## src/rtl/enable_demux_1_to_2_buf.sv

```systemverilog
// Enabled 1-to-2 demultiplexer with a single-entry holding register, a valid/ready
// handshake and a wrapping transfer counter on each output channel.
module enable_demux_1_to_2_buf #(
  parameter int DATA_W = 8,
  parameter int CNT_W  = 8
) (
  input  logic              clk,
  input  logic              rst,
  input  logic              en,
  input  logic              sel,
  input  logic [DATA_W-1:0] in_data,
  input  logic              in_valid,
  output logic              in_ready,
  output logic [DATA_W-1:0] out0_data,
  output logic              out0_valid,
  input  logic              out0_ready,
  output logic [DATA_W-1:0] out1_data,
  output logic              out1_valid,
  input  logic              out1_ready,
  output logic [CNT_W-1:0]  cnt0,
  output logic [CNT_W-1:0]  cnt1
);

  logic [1:0]        ready_vec;
  logic [1:0]        sel_vec;
  logic [1:0]        valid_vec;
  logic [1:0]        load;
  logic [1:0]        drain;
  logic [DATA_W-1:0] data_vec [2];
  logic [CNT_W-1:0]  cnt_vec  [2];
  logic              accept;

  assign ready_vec = {out1_ready, out0_ready};
  assign sel_vec   = {sel, ~sel};

  // Only the selected channel can stall the input; a blocked sibling never does.
  assign in_ready = en & (sel ? (~valid_vec[1] | out1_ready)
                              : (~valid_vec[0] | out0_ready));
  assign accept   = in_valid & in_ready;

  genvar gi;
  generate
    for (gi = 0; gi < 2; gi++) begin : g_ch
      logic              valid_reg;
      logic [DATA_W-1:0] data_reg;
      logic [CNT_W-1:0]  cnt_reg;

      assign load[gi]      = accept & sel_vec[gi];
      assign drain[gi]     = valid_reg & ready_vec[gi];
      assign valid_vec[gi] = valid_reg;
      assign data_vec[gi]  = data_reg;
      assign cnt_vec[gi]   = cnt_reg;

      always_ff @(posedge clk) begin
        if (rst) begin
          valid_reg <= 1'b0;
          data_reg  <= '0;
          cnt_reg   <= '0;
        end else begin
          // A load on the same edge as a drain keeps the slot full.
          if (load[gi]) begin
            valid_reg <= 1'b1;
            data_reg  <= in_data;
          end else if (drain[gi]) begin
            valid_reg <= 1'b0;
          end
          if (drain[gi]) begin
            cnt_reg <= cnt_reg + 1'b1;
          end
        end
      end
    end
  endgenerate

  assign out0_valid = valid_vec[0];
  assign out1_valid = valid_vec[1];
  assign out0_data  = data_vec[0];
  assign out1_data  = data_vec[1];
  assign cnt0       = cnt_vec[0];
  assign cnt1       = cnt_vec[1];

endmodule

```

## config.mk

```make
export PLATFORM = sky130hd
export DESIGN_NAME = enable_demux_1_to_2_buf
export DESIGN_NICKNAME = d
export VERILOG_FILES = /design/src/rtl/enable_demux_1_to_2_buf.sv
export SDC_FILE = /design/constraint.sdc
export NUM_CORES = 1
export LEC_CHECK = 0
export BUFFER_PORTS_ARGS = -buffer_cell sky130_fd_sc_hd__buf_4
export CORE_AREA = 2 2 57 81
export CTS_BUF_LIST = sky130_fd_sc_hd__clkbuf_16
export DETAILED_ROUTE_END_ITERATION = 10
export DIE_AREA = 0 0 59 83
export SYNTH_ARGS = -nofsm -noshare
export SYNTH_HDL_FRONTEND = slang
export SYNTH_SLANG_ARGS = --single-unit
```

## constraint.sdc

```tcl
create_clock -name clk -period 3.5 [get_ports clk]
set_input_delay 1.05 -clock clk [delete_from_list [all_inputs] [get_ports clk]]
set_output_delay 1.05 -clock clk [all_outputs]
set_load 0.01 [all_outputs]
```

==> out/metrics.yaml <==
regToRegStartpoint: "out0_valid$_SDFFE_PP0P_"
maxClockFrequency_ghz: 0.340
synth_edf_count: 0
cts_setup_buffers: 0
setup_viol: 0
nNetsFinal: 234
crit_type: "in2out"
highest_layer: "met4"
cts_resized: 0
synth_mux_area_frac: 0.0158
grt_max_degree: 37
cp_data_required_time_ns: 2.45
groute.usage.overall: 0.138
status: "finished, final reports clean"
cp_max_fo: 10
synth.yosys.seq_area_share: 0.477
dieArea_um2: 4900
dpl_worst_slack_ns: 0.564
wl_per_cell_um: 12.9
dieHeight_um: 83
cts_hold_buf: 0
cts_sinks: 34
crit_path_end_kind: "output port"
first_pass_iters: 4
synth_nets: 186
synth_compound_gate_area_share: 0.196
drc: 0
ff2ff_path_depth: 3
synth-adder-area-share: 0.0175
hold_depth: 2
start_kind: "input port"
cts_buffer_depth: 2
drv_slew: 0
areaGrowthSynthToFinish_pct: 37.8
worst_pin_slew_ns: 0.447
min-delay-start: "out1_data[5]$_SDFFE_PP0P_"
yosys.area_share.simple: 0.239
cts_tree: "yes"
antenna_left: 0
grt_pass1_wl_um: 5290
routed_wl_um: 3380
core_um2: 4130
wl_met3_um: 181
place.gp.congestion: 0.738
grt_pass1_vias: 1209
yosysWarnings: 0
root_buffer: "clkbuf_16"
p_leak_nw: 0.771
finalCriticalPeriod_ns: 2.94
grt-ovfl-total: 0
reg2reg_slack_ns: 2.15
fin_ws_ns: 0.560
clkTransAtPathRegs_ns: 0.05
cts-buffers-inserted: 5
dr_total_vias: 1404
wl_met1_um: 1500
initial_core_util: 0.345
fin_skew_ns: 0.00432
io_buffers: 49
fp.dieW_um: 59
ys_ff_latch: 34
seq_area_um2: 681
met2WireLength_um: 1660
synthXorXnorAreaFrac: 0.0246
synth_top_family_by_area: "simple AND/OR/NAND/NOR gates"
maxCapViolations: 0
hold_viol: 0
htree_num_levels: 2
rows: 28
netlist_area_um2: 1430
min_period_over_period: 0.840
insertion_delay_ns: 0.27
async_reset_ff_frac: 0
dp_cells: 255
final_cell_mix: "50 x buf_4, 34 x dfxtp_1, 28 x a21oi_1, 23 x nand3_1, 20 x o21ai_0"
worstReg2RegEnd: "cnt0[7]$_SDFFE_PP0P_"
netlist_instances: 169
hpwl_um: 2430
synth_flop_cell: "dfxtp_1"
synth_cell_type_count: 25
drtIter0Drc: 29
stdcell_count: 263
rsz0062_at_grt: "no"
setup_tns_ns: 0
multiInputGateArea_um2: 704
fill_cells: 435
vias_per_cell: 5.34
finalPower_mw: 0.877
peakVddDrop_uv: 263
io_pins: 50
avgSynthCellArea_um2: 8.44
pwr_density_cell_nw_per_um2: 446
holdPathEnd: "out1_data[5]$_SDFFE_PP0P_"
worstHoldPathType: "reg2reg"
antennaDiodeCount: 0
drive_above_1_share: 0.280
maxSlewHeadroom: 0.702
antenna_found_initial: 0
final_common_cell: "buf_4"
arrival_ns: 1.89
## power breakdown
part           total, mW  internal (mW)  leakage (nW)  switching [mW]
Sequential         0.401          0.395         0.275         0.00547
Combinational     0.0609         0.0285         0.429          0.0324
Clock              0.416          0.259        0.0672           0.157
Total              0.877          0.683         0.771           0.195
## metrics by stage
stage / instance area (um2) / hold slack, ns / utilization
6_report: 1970 / 0.474 / 0.475
5_1_grt: 1970 / 0.498 / 0.475
4_1_cts: 1970 / 0.475 / 0.475
3_5_place_dp: 1820 / 0.468 / 0.441
3_3_place_gp: 1820 / 0.465 / 0.441
2_1_floorplan: 1430 / 0.496 / -
## final cells by class
type,count,share of cell area
Clock buffer,5,0.0637
Inverter,2,0.00382
Timing Repair Buffer,50,0.191
Clock inverter,3,0.00827
Multi-Input combinational cell,124,0.358
Tap cell,45,0.0286
Sequential cell,34,0.346
## registers in the layout, summed over array words and instances (netlist names)
signal	flops
out1_valid	1
out0_data	8
cnt0	8
out0_valid	1
cnt1	8
out1_data	8
## kinds of logic after synthesis
logic type,Yosys count
buf+inv,11
flops,34
mux,2
compound gates,53
xor+xnor,4
simple gates,63
fa+ha+maj,2
## critical path, cell delays in order
cell and delay, ns:
buf_4 0.14, nand2b_1 0.29, o211a_1 0.28, buf_4 0.14
## Yosys cell counts (all sizes together), types with 2 or more instances
| cell | instances | share of area |
|---|---|---|
| or3 | 4 | 0.018 |
| ha | 2 | 0.018 |
| nor2b | 3 | 0.013 |
| or4 | 4 | 0.021 |
| nor2 | 8 | 0.021 |
| o21ai | 20 | 0.070 |
| nand4 | 4 | 0.018 |
| inv | 2 | 0.0053 |
| nand3 | 25 | 0.095 |
| nand2 | 9 | 0.024 |
| xor2 | 4 | 0.025 |
| clkbuf | 8 | 0.021 |
| mux2 | 2 | 0.016 |
| a21oi | 28 | 0.098 |
| dfxtp | 34 | 0.48 |
| o31ai | 4 | 0.021 |
## worst max-delay path by stage
stage	startpoint	endpoint	slack, ns	depth (start not counted)
finish	out0_ready	in_ready	0.56	4
global route	out0_ready	in_ready	0.52	4
detailed placement	out0_ready	in_ready	0.56	4
global placement	out0_ready	in_ready	0.57	4
CTS	out0_ready	in_ready	0.56	4
floorplan	out1_ready	in_ready	0.82	4
## metal layers
layer,track usage,up-vias
li1,-,709
met3,0.0374,4
met4,0.0599,0
met5,0,-
met2,0.220,38
met1,0.169,653
No activity file was read; power rests on OpenSTA's default activity.
